File: config.mk
export PLATFORM = sky130hd
export DESIGN_NAME = instr_encoder_flat
export DESIGN_NICKNAME = d
export VERILOG_FILES = /design/src/rtl/instr_encoder_pkg.sv /design/src/rtl/instr_encoder_if.sv /design/src/rtl/instr_encoder_enc_fifo.sv /design/src/rtl/instr_encoder.sv /design/src/flat_wrapper.sv
export SDC_FILE = /design/constraint.sdc
export NUM_CORES = 1
export LEC_CHECK = 0
export ABC_AREA = 0
export BUFFER_PORTS_ARGS = -buffer_cell sky130_fd_sc_hd__buf_2
export CORE_MARGIN = 5
export CORE_UTILIZATION = 50
export DETAILED_ROUTE_END_ITERATION = 16
export HOLD_SLACK_MARGIN = 0.06
export PLACE_DENSITY_LB_ADDON = 0.12
export REMOVE_ABC_BUFFERS = 1
export SYNTH_ARGS = -nofsm -noshare
export SYNTH_HDL_FRONTEND = slang
export SYNTH_SLANG_ARGS = --single-unit
File: constraint.sdc
create_clock -name clk_i -period 8.2 [get_ports clk_i]
set_clock_uncertainty 0.2 [all_clocks]
set_input_delay 1.23 -clock clk_i [delete_from_list [all_inputs] [get_ports clk_i]]
set_output_delay 1.23 -clock clk_i [all_outputs]
set_load 0.01 [all_outputs]
File: src/rtl/instr_encoder_pkg.sv
// Shared constants for the RV32I instruction encoder: opcodes, funct3 values,
// op selector codes and immediate range limits.
package instr_encoder_pkg;

    typedef enum logic [1:0] {
        OpAddi = 2'b00,
        OpLw   = 2'b01,
        OpSw   = 2'b10,
        OpBeq  = 2'b11
    } op_e;

    localparam logic [6:0] OPC_ADDI = 7'b0010011;
    localparam logic [6:0] OPC_LW   = 7'b0000011;
    localparam logic [6:0] OPC_SW   = 7'b0100011;
    localparam logic [6:0] OPC_BEQ  = 7'b1100011;

    localparam logic [2:0] F3_ADD = 3'b000;
    localparam logic [2:0] F3_W   = 3'b010;
    localparam logic [2:0] F3_BEQ = 3'b000;

    localparam int IMM_I_MIN = -2048;
    localparam int IMM_I_MAX = 2047;
    localparam int IMM_B_MIN = -4096;
    localparam int IMM_B_MAX = 4094;

endpackage

File: src/rtl/instr_encoder_if.sv
// Field-input / word-output bundle of the instruction encoder. The slave side
// is the encoder, the master side is the field producer and word consumer.
interface instr_encoder_if #(
    parameter int unsigned ADDR_W = 32
);
    logic              flush_i;
    logic              in_valid_i;
    logic              in_ready_o;
    logic [1:0]        op_i;
    logic [4:0]        rd_i;
    logic [4:0]        rs1_i;
    logic [4:0]        rs2_i;
    logic [31:0]       imm_i;
    logic              out_valid_o;
    logic              out_ready_i;
    logic [31:0]       inst_o;
    logic [ADDR_W-1:0] addr_o;
    logic              err_o;
    logic [7:0]        err_cnt_o;

    modport slave (
        input  flush_i, in_valid_i, op_i, rd_i, rs1_i, rs2_i, imm_i, out_ready_i,
        output in_ready_o, out_valid_o, inst_o, addr_o, err_o, err_cnt_o
    );

    modport master (
        output flush_i, in_valid_i, op_i, rd_i, rs1_i, rs2_i, imm_i, out_ready_i,
        input  in_ready_o, out_valid_o, inst_o, addr_o, err_o, err_cnt_o
    );

endinterface

File: src/rtl/instr_encoder_enc_fifo.sv
// Synchronous FIFO for {address, word} pairs. Head data reads zero when empty;
// flush empties the queue and wins over push and pop.
module enc_fifo #(
    parameter int unsigned DEPTH = 4,
    parameter int unsigned WIDTH = 64
) (
    input  logic             clk,
    input  logic             rst_n,
    input  logic             flush,
    input  logic             push,
    input  logic [WIDTH-1:0] wdata,
    input  logic             pop,
    output logic [WIDTH-1:0] rdata,
    output logic             full,
    output logic             empty
);
    localparam int unsigned AW = $clog2(DEPTH);

    logic [AW:0]      wptr_q, rptr_q;
    logic [WIDTH-1:0] mem_q [DEPTH];
    logic             do_push, do_pop;

    // Extra pointer bit distinguishes full from empty when indices match.
    assign empty   = (wptr_q == rptr_q);
    assign full    = (wptr_q[AW] != rptr_q[AW]) && (wptr_q[AW-1:0] == rptr_q[AW-1:0]);
    assign do_push = push && !full && !flush;
    assign do_pop  = pop && !empty && !flush;
    assign rdata   = empty ? '0 : mem_q[rptr_q[AW-1:0]];

    always_ff @(posedge clk or negedge rst_n) begin
        if (!rst_n) begin
            wptr_q <= '0;
            rptr_q <= '0;
        end else if (flush) begin
            wptr_q <= '0;
            rptr_q <= '0;
        end else begin
            if (do_push) wptr_q <= wptr_q + 1'b1;
            if (do_pop)  rptr_q <= rptr_q + 1'b1;
        end
    end

    always_ff @(posedge clk) begin
        if (do_push) mem_q[wptr_q[AW-1:0]] <= wdata;
    end

endmodule

File: src/rtl/instr_encoder.sv
// Packs ADDI/LW/SW/BEQ fields into RV32I words, rejects out-of-range
// immediates and queues legal words with their byte addresses.
module instr_encoder
    import instr_encoder_pkg::*;
#(
    parameter int unsigned          DEPTH     = 4,
    parameter int unsigned          ADDR_W    = 32,
    parameter logic [ADDR_W-1:0]    BASE_ADDR = '0
) (
    input  logic            clk_i,
    input  logic            rst_i,
    instr_encoder_if.slave  bus
);
    logic [31:0]        word;
    logic               legal, imm_i_ok, imm_b_ok;
    logic               accept, push;
    logic [ADDR_W-1:0]  addr_q, addr_d;
    logic               err_q, err_d;
    logic [7:0]         err_cnt_q, err_cnt_d;
    logic               full, empty;
    logic [ADDR_W+31:0] head;

    assign imm_i_ok = ($signed(bus.imm_i) >= IMM_I_MIN) && ($signed(bus.imm_i) <= IMM_I_MAX);
    assign imm_b_ok = ($signed(bus.imm_i) >= IMM_B_MIN) && ($signed(bus.imm_i) <= IMM_B_MAX)
                      && !bus.imm_i[0];

    always_comb begin
        word  = '0;
        legal = 1'b0;
        unique case (op_e'(bus.op_i))
            OpAddi: begin
                word  = {bus.imm_i[11:0], bus.rs1_i, F3_ADD, bus.rd_i, OPC_ADDI};
                legal = imm_i_ok;
            end
            OpLw: begin
                word  = {bus.imm_i[11:0], bus.rs1_i, F3_W, bus.rd_i, OPC_LW};
                legal = imm_i_ok;
            end
            OpSw: begin
                word  = {bus.imm_i[11:5], bus.rs2_i, bus.rs1_i, F3_W, bus.imm_i[4:0], OPC_SW};
                legal = imm_i_ok;
            end
            OpBeq: begin
                word  = {bus.imm_i[12], bus.imm_i[10:5], bus.rs2_i, bus.rs1_i, F3_BEQ,
                         bus.imm_i[4:1], bus.imm_i[11], OPC_BEQ};
                legal = imm_b_ok;
            end
            default: ;
        endcase
    end

    assign accept = bus.in_valid_i && !full && !bus.flush_i;
    assign push   = accept && legal;

    always_comb begin
        addr_d    = addr_q;
        err_d     = 1'b0;
        err_cnt_d = err_cnt_q;
        if (bus.flush_i) begin
            addr_d    = BASE_ADDR;
            err_cnt_d = '0;
        end else if (push) begin
            addr_d = addr_q + ADDR_W'(4);
        end else if (accept) begin
            err_d = 1'b1;
            if (err_cnt_q != 8'hFF) err_cnt_d = err_cnt_q + 8'd1;
        end
    end

    always_ff @(posedge clk_i or negedge rst_i) begin
        if (!rst_i) begin
            addr_q    <= BASE_ADDR;
            err_q     <= 1'b0;
            err_cnt_q <= '0;
        end else begin
            addr_q    <= addr_d;
            err_q     <= err_d;
            err_cnt_q <= err_cnt_d;
        end
    end

    enc_fifo #(
        .DEPTH (DEPTH),
        .WIDTH (ADDR_W + 32)
    ) u_fifo (
        .clk   (clk_i),
        .rst_n (rst_i),
        .flush (bus.flush_i),
        .push  (push),
        .wdata ({addr_q, word}),
        .pop   (bus.out_ready_i),
        .rdata (head),
        .full  (full),
        .empty (empty)
    );

    assign bus.in_ready_o  = !full;
    assign bus.out_valid_o = !empty;
    assign bus.inst_o      = head[31:0];
    assign bus.addr_o      = head[ADDR_W+31:32];
    assign bus.err_o       = err_q;
    assign bus.err_cnt_o   = err_cnt_q;

endmodule
File: src/flat_wrapper.sv
// flat-port wrapper written by rule: the top's interface ports become plain ports
module instr_encoder_flat import instr_encoder_pkg::*;
#(
    parameter int unsigned          DEPTH     = 4,
    parameter int unsigned          ADDR_W    = 32,
    parameter logic [ADDR_W-1:0]    BASE_ADDR = '0
)
  (clk_i, rst_i, bus_flush_i, bus_in_valid_i, bus_op_i, bus_rd_i, bus_rs1_i, bus_rs2_i, bus_imm_i, bus_out_ready_i, bus_in_ready_o, bus_out_valid_o, bus_inst_o, bus_addr_o, bus_err_o, bus_err_cnt_o);
  instr_encoder_if #(.ADDR_W(ADDR_W)) bus_i ();
  input  logic clk_i;
  input  logic rst_i;
  input wire logic [$bits(bus_i.flush_i)-1:0] bus_flush_i;
  input wire logic [$bits(bus_i.in_valid_i)-1:0] bus_in_valid_i;
  input wire logic [$bits(bus_i.op_i)-1:0] bus_op_i;
  input wire logic [$bits(bus_i.rd_i)-1:0] bus_rd_i;
  input wire logic [$bits(bus_i.rs1_i)-1:0] bus_rs1_i;
  input wire logic [$bits(bus_i.rs2_i)-1:0] bus_rs2_i;
  input wire logic [$bits(bus_i.imm_i)-1:0] bus_imm_i;
  input wire logic [$bits(bus_i.out_ready_i)-1:0] bus_out_ready_i;
  output wire logic [$bits(bus_i.in_ready_o)-1:0] bus_in_ready_o;
  output wire logic [$bits(bus_i.out_valid_o)-1:0] bus_out_valid_o;
  output wire logic [$bits(bus_i.inst_o)-1:0] bus_inst_o;
  output wire logic [$bits(bus_i.addr_o)-1:0] bus_addr_o;
  output wire logic [$bits(bus_i.err_o)-1:0] bus_err_o;
  output wire logic [$bits(bus_i.err_cnt_o)-1:0] bus_err_cnt_o;
  assign bus_i.flush_i = bus_flush_i;
  assign bus_i.in_valid_i = bus_in_valid_i;
  assign bus_i.op_i = bus_op_i;
  assign bus_i.rd_i = bus_rd_i;
  assign bus_i.rs1_i = bus_rs1_i;
  assign bus_i.rs2_i = bus_rs2_i;
  assign bus_i.imm_i = bus_imm_i;
  assign bus_i.out_ready_i = bus_out_ready_i;
  assign bus_in_ready_o = bus_i.in_ready_o;
  assign bus_out_valid_o = bus_i.out_valid_o;
  assign bus_inst_o = bus_i.inst_o;
  assign bus_addr_o = bus_i.addr_o;
  assign bus_err_o = bus_i.err_o;
  assign bus_err_cnt_o = bus_i.err_cnt_o;
  instr_encoder #(.DEPTH(DEPTH), .ADDR_W(ADDR_W), .BASE_ADDR(BASE_ADDR)) u_core (.clk_i(clk_i), .rst_i(rst_i), .bus(bus_i));
endmodule
=== Word-level counts from Yosys, hierarchy flattened ===
Memories as Yosys holds them, arrays and structs flattened.
Cells that the tools add are included.
Widths: inputs -> output; s select.

* Order comparisons: 4
* Add/subtract/negate cells: 4
* Reductions and logical operators: 23
* Muxes and demuxes: 18
* Equal/unequal tests: 8

{| class="wikitable"
|+ Operator list
! operator !! count
|-
| $pmux 32 s4 || 1
|-
| $mux 32 || 2
|-
| $mux 64 || 1
|-
| $add 32x3->32 const B || 1
|-
| $ge 32x12->1 const B || 1
|-
| $ge 32x13->1 const B || 1
|-
| $le 32x12->1 const B || 1
|-
| $le 32x13->1 const B || 1
|-
| $mux 8 || 4
|-
| $mux 3 || 4
|-
| $logic_and 1x1->1 || 11
|-
| $reduce_bool 2->1 || 5
|-
| $add 8x1->8 const B || 1
|-
| $ne 8x8->1 const B || 1
|-
| $add 3x1->3 const B || 2
|-
| $mux 1 || 5
|-
| $eq 2x2->1 const B || 2
|-
| $logic_not 1->1 || 4
|-
| $eq 3x3->1 || 1
|-
| $reduce_and 3->1 || 1
|-
| $reduce_or 3->1 || 1
|-
| $eq 2x1->1 const B || 1
|-
| $eq 2x2->1 || 1
|-
| $logic_not 2->1 || 1
|-
| 3 further kinds || 3
|}

* Output and inout bits: 75
* Bits in writable memories: 256
* Flip-flop bits (word level): 47
* Bits of input ports: 54
* Memories kept: 1
* Logic and storage cells: 63

{| class="wikitable"
|+ Memories
! memory !! depth !! bits a word !! read ports !! clocked after Yosys merged registers in !! write ports !! RTL line !! text
|-
| u_core.u_fifo.mem_q || 4 || 64 || 1 || 0 || 1 || instr_encoder_enc_fifo.sv:20 || <nowiki>logic [WIDTH-1:0] mem_q [DEPTH];</nowiki>
|}

=== Depth between registers and ports, before layout ===
* Depth in word-level cells: 10
* Depth in mapped cells: 8
* Depth with buffers taken out: 6

=== Cells and area by module ===
From an unflattened synthesis, not the netlist that was laid out.

* Cell total of the unflattened synthesis: 748
* Area, all modules: 12849.8 um^2

{| class="wikitable"
|+ Modules (own cells, without submodules)
! module !! area an instance (um^2) !! times used !! cells each !! seq. area each (um^2)
|-
| enc_fifo || 10329.9 || 1 || 471 || 7837.5
|-
| instr_encoder || 2519.9 || 1 || 277 || 975.9
|}

=== Worst setup path after synthesis ===
No wires, ideal clock.

* Path kind: input to register
* From: in bus_op_i[0]
* To: mem u_core.u_fifo.mem_q[0][10] (enable)
* Setup slack: 627 ps
* Setup time: 551 ps
* Data required time: 7449 ps
* Stages on the path: 7
* Data arrival time: 6823 ps
* Path buffers: 1
* Cell sequence: ha_1 > nand2b_1 > a2111oi_1 > o2bb2a_2 > clkbuf_1 > nand2b_1 > nor3b_1

* Cells in the longest elaborated chain, start to end: 8
* Elaborated cells between the ends (all ways): 11
* Those cells by class: eq/ne (3); mux (3); reduce/logical (5)

{| class="wikitable"
|+ RTL lines
! item !! RTL line !! text
|-
| start, declared || flat_wrapper.sv:14 || <nowiki>input wire logic [$bits(bus_i.op_i)-1:0] bus_op_i;</nowiki>
|-
| $eq 2x1->1, or another cell as far along || instr_encoder.sv:30 || <nowiki>unique case (op_e'(bus.op_i))</nowiki>
|-
| $reduce_or 3->1 (no source line) || - ||
|-
| $pmux 1 s2 (*) || instr_encoder.sv:30 ||
|-
| $logic_and 1x1->1 (*) || instr_encoder.sv:53 || <nowiki>assign push = accept && legal;</nowiki>
|-
| $logic_and 1x1->1 (*) (2 in a row) || instr_encoder_enc_fifo.sv:26 || <nowiki>assign do_push = push && !full && !flush;</nowiki>
|-
| $mux 1 (*) || instr_encoder_enc_fifo.sv:44 || <nowiki>if (do_push) mem_q[wptr_q[AW-1:0]] <= wdata;</nowiki>
|-
| $mux 1 (implied by the code) (*) || instr_encoder_enc_fifo.sv:44 ||
|-
| end, declared || instr_encoder_enc_fifo.sv:20 ||
|}

Every way passes the cells marked *; elsewhere a longest branch is shown, timed or not.

=== Worst setup path after layout ===
* From: in bus_op_i[1]
* To: mem u_core.u_fifo.mem_q[0][29] (enable)

The elaborated chain is that of the path after synthesis.

==> summary.txt <==
Floorplanning
  – Core Box Area: between 20000 and 25000 sq um
  – Die W: around 160 um
  – Die ar.: 26070 sq um
  – Initial core utilization: 50.65%
  – Die H: 161.5 um
  – IO Count: between 100 and 150
  – Row count: 55

Layout
  – Nets: between 800 and 900
  – Share of post-route cells with drive strength above 1: 29.63%
  – Layout area overhead: 14.75%
  – Final Util: 58.13%
  – Inserted Diodes: 0

Clock tree
  – Postcts setup bufs: 0
  – Clock root buffer: clkbuf_16
  – CTS tree: built
  – H-tree Lvls: 1
  – Clock transition at path regs: 0.06 ns
  – Post-CTS Resized: 0
  – CTS max path bufs: 3
  – Cts hold-fix bufs: 0
  – Clk_lat worst skew: 0.53 ns
  – CTS Buf Count: 27
  – CTS sink count: about 270

Worst setup path
  – CP Data Arrival Time: between 4 and 5 ns
  – CP delay by family, top: buffers and inverters
  – Worst path max stage delay: 0.73 ns
  – Critical path buffers and inverters: 3
  – CP Launch Type: input port
  – CP Class: in -> reg
  – CP endpoint kind: register
  – CP Cell Sequence: buf_2 -> ha_1 -> nand2b_1 -> a2111oi_1 -> o2bb2a_2 -> buf_4 -> nand2b_1 -> nor3b_2 -> buf_4
  – Slowest CP cell: buf_4
  – CP Data Required Time: approximately 8.1 ns
  – Crit-path max FO: 76

Placement
  – Gpl congestion: 0.7741
  – HPWL Detailed: 13.88 mm
  – Pre-CTS setup slack: 2.896 ns
  – Port-buffer cells: roughly 120

Power
  – Overall power: 2667 uW
  – Power Density: about 200 nW/um^2
  – VDD IR-drop max: 0.0001454 V
  – Leakage Power: 0.004623 uW

Synthesis
  – Cell Area, Synth: 11470 sq um
  – Mapped Cells: 694
  – Synth cell types: 47
  – Top post-synthesis cells by area: edfxtp_1 (59%), mux4_2 (11%), dfrtp_1 (9.8%)
  – FFs w/ async S/R, synth: 16.73%
  – Post-synthesis area per instance: 16.53 sq um
  – Post-synth top flop: edfxtp_1
  – Register area share after synthesis: 68.47%
  – Post-synth EDFFs: 224
  – Synthesized flop and latch total: 269
  – Post-synth top area cell: edfxtp_1
  – Warnings from Yosys: 0
  – Post-synth top area share: about three fifths

Drt
  – Via/cell ratio: about 6
  – DR WL/cell: around 21 um
  – Routed WL: roughly 23 mm
  – First-pass DRT Iterations: 5
  – Vias: 6617
  – DRC violations left: 0
  – DR iter-0 viols: ~400
  – Antenna viol nets, final: 0

STA
  – Worst Tran Pin Value: 1.020 ns
  – Worst hold slack: 0.3609 ns
  – Fin. max-slew vios: 0
  – Final Hold Fails: 0
  – Crit share post-route: 58.07%
  – Fin crit period: 4.762 ns
  – Setup slack after layout: 3.438 ns
  – FMAX: 210.0 MHz
  – Final setup vio count: 0
  – RSZ-0062 raised after global routing: false
  – Setup tns final: 0 ns
  – Slew headroom: 32.03%

Global route
  – Antenna violations before repair: 1
  – Number of global-route vias before repair: between 6000 and 7000
  – First-pass GRT wire length: 37.32 mm
  – GR Overflow Total: 0
  – GRT Total Usage: 18.00%
  – Largest net degree at the start of global routing: 77

Flow run
  – Max-Cap Viols: 0

Min path
  – Min-delay worst type: reg -> reg

Run status
  – Status: finished, final reports clean
-- layout make-up --
class	count	area (sq um)
flip-flops and latches	269	7858
fillers	1729	9480
multi-input cells	376	3390
clock inverters	13	88.84
inverters	7	26.28
clock buffers	37	733.2
repair buffers	135	708.2
well taps	285	356.6
-- state kept, by name (all words and copies together) (netlist names) --
name and flops:
u_core.bus.err_o 1, u_core.bus.err_cnt_o 8, u_core.u_fifo.wptr_q 3, u_core.u_fifo.rptr_q 3, u_core.addr_q 30, u_core.u_fifo.mem_q 224
-- synthesized netlist by cell type (4+ instances only) --
cell and count:
mux2_2 8, xor2_1 4, or3_1 4, clkbuf_1 27, o31ai_1 27, and3_1 6, edfxtp_1 224, mux4_2 56
inv_1 7, nand2b_1 9, nand4_1 19, buf_2 5, nor4_1 6, nand3_1 17, dfrtp_1 45, nand2_1 18
a22o_1 5, and2_1 60, a21oi_1 30, or4_1 28, nor2_1 16, ha_1 11, buf_4 9, o21ai_0 11
nor2b_1 7
-- logic make-up (layout without fill, tap and decap cells) --
family	Yosys count	after routing	synth area share, %
DFF	269	269	68.47
buffers and inverters	54	192	2.313
other	1	6	0.03270
AOI/OAI and AO/OA	83	83	4.691
xor gates and xnor gates	5	5	0.3818
and+or+nand+nor	205	205	10.95
adders and majority gates	11	11	1.200
muxes	66	66	11.96
-- worst register-to-register path, cell delays in order, from the launching register on --
cell and delay (ns):
dfrtp_4 0.58, xor2_1 0.25, o31a_1 0.50, nand2b_1 0.33
nor3b_2 0.67, buf_4 0.74
-- cell usage in the layout, fill, tap and decap left out, types with 13 or more instances in the layout --
cell / synthesis / layout
a21oi_1: 30 / 30
and2_1: 60 / 60
buf_2: 5 / 122
buf_4: 9 / 13
clkbuf_16: 0 / 27
dfrtp_1: 45 / 43
edfxtp_1: 224 / 224
mux4_2: 56 / 56
nand2_1: 18 / 18
nand3_1: 17 / 17
nand4_1: 19 / 19
nor2_1: 16 / 16
o31ai_1: 27 / 27
or4_1: 28 / 28
-- through the flow --
| stage | std cells | cell area (sq um) |
|---|---|---|
| 2_1_floorplan | 652 | 11250 |
| 3_3_place_gp | 1072 | 12340 |
| 3_5_place_dp | 1072 | 12340 |
| 4_1_cts | 1122 | 13160 |
| 5_1_grt | 1122 | 13160 |
| 6_report | 1122 | 13160 |
-- power by group --
| part | switching (uW) | internal [uW] |
|---|---|---|
| clock | 477 | 655 |
| sequential | 1.20 | 1480 |
| combinational | 38.7 | 20.0 |
| total | 516 | 2150 |
-- routing by layer --
metal,global-route usage [%],wire [um],part of all wire (%),vias to the layer above
li1,-,-,-,3020
met1,23.98,9905,42,3335
met5,0,7,0.030,-
met4,4.382,444,1.9,2
met2,31.45,11700,50,213
met3,2.730,1341,5.7,47
-- worst paths after layout --
path | endpoint | cells after the start | startpoint | slack, ns
worst min register to register | u_core.u_fifo.mem_q[1][47] | 0 | u_core.addr_q[15] | 0.36
worst min-delay path | u_core.u_fifo.mem_q[1][47] | 0 | u_core.addr_q[15] | 0.36
min in group asynchronous | u_core.addr_q[6] | 2 | rst_i | 0.61
worst max register to register | u_core.u_fifo.mem_q[0][29] | 5 | u_core.u_fifo.rptr_q[0] | 4.54
worst max-delay path | u_core.u_fifo.mem_q[0][29] | 9 | bus_op_i[1] | 3.44
max in group asynchronous | u_core.u_fifo.rptr_q[0] | 2 | rst_i | 6.72
Power figures use the tool's default switching activity.
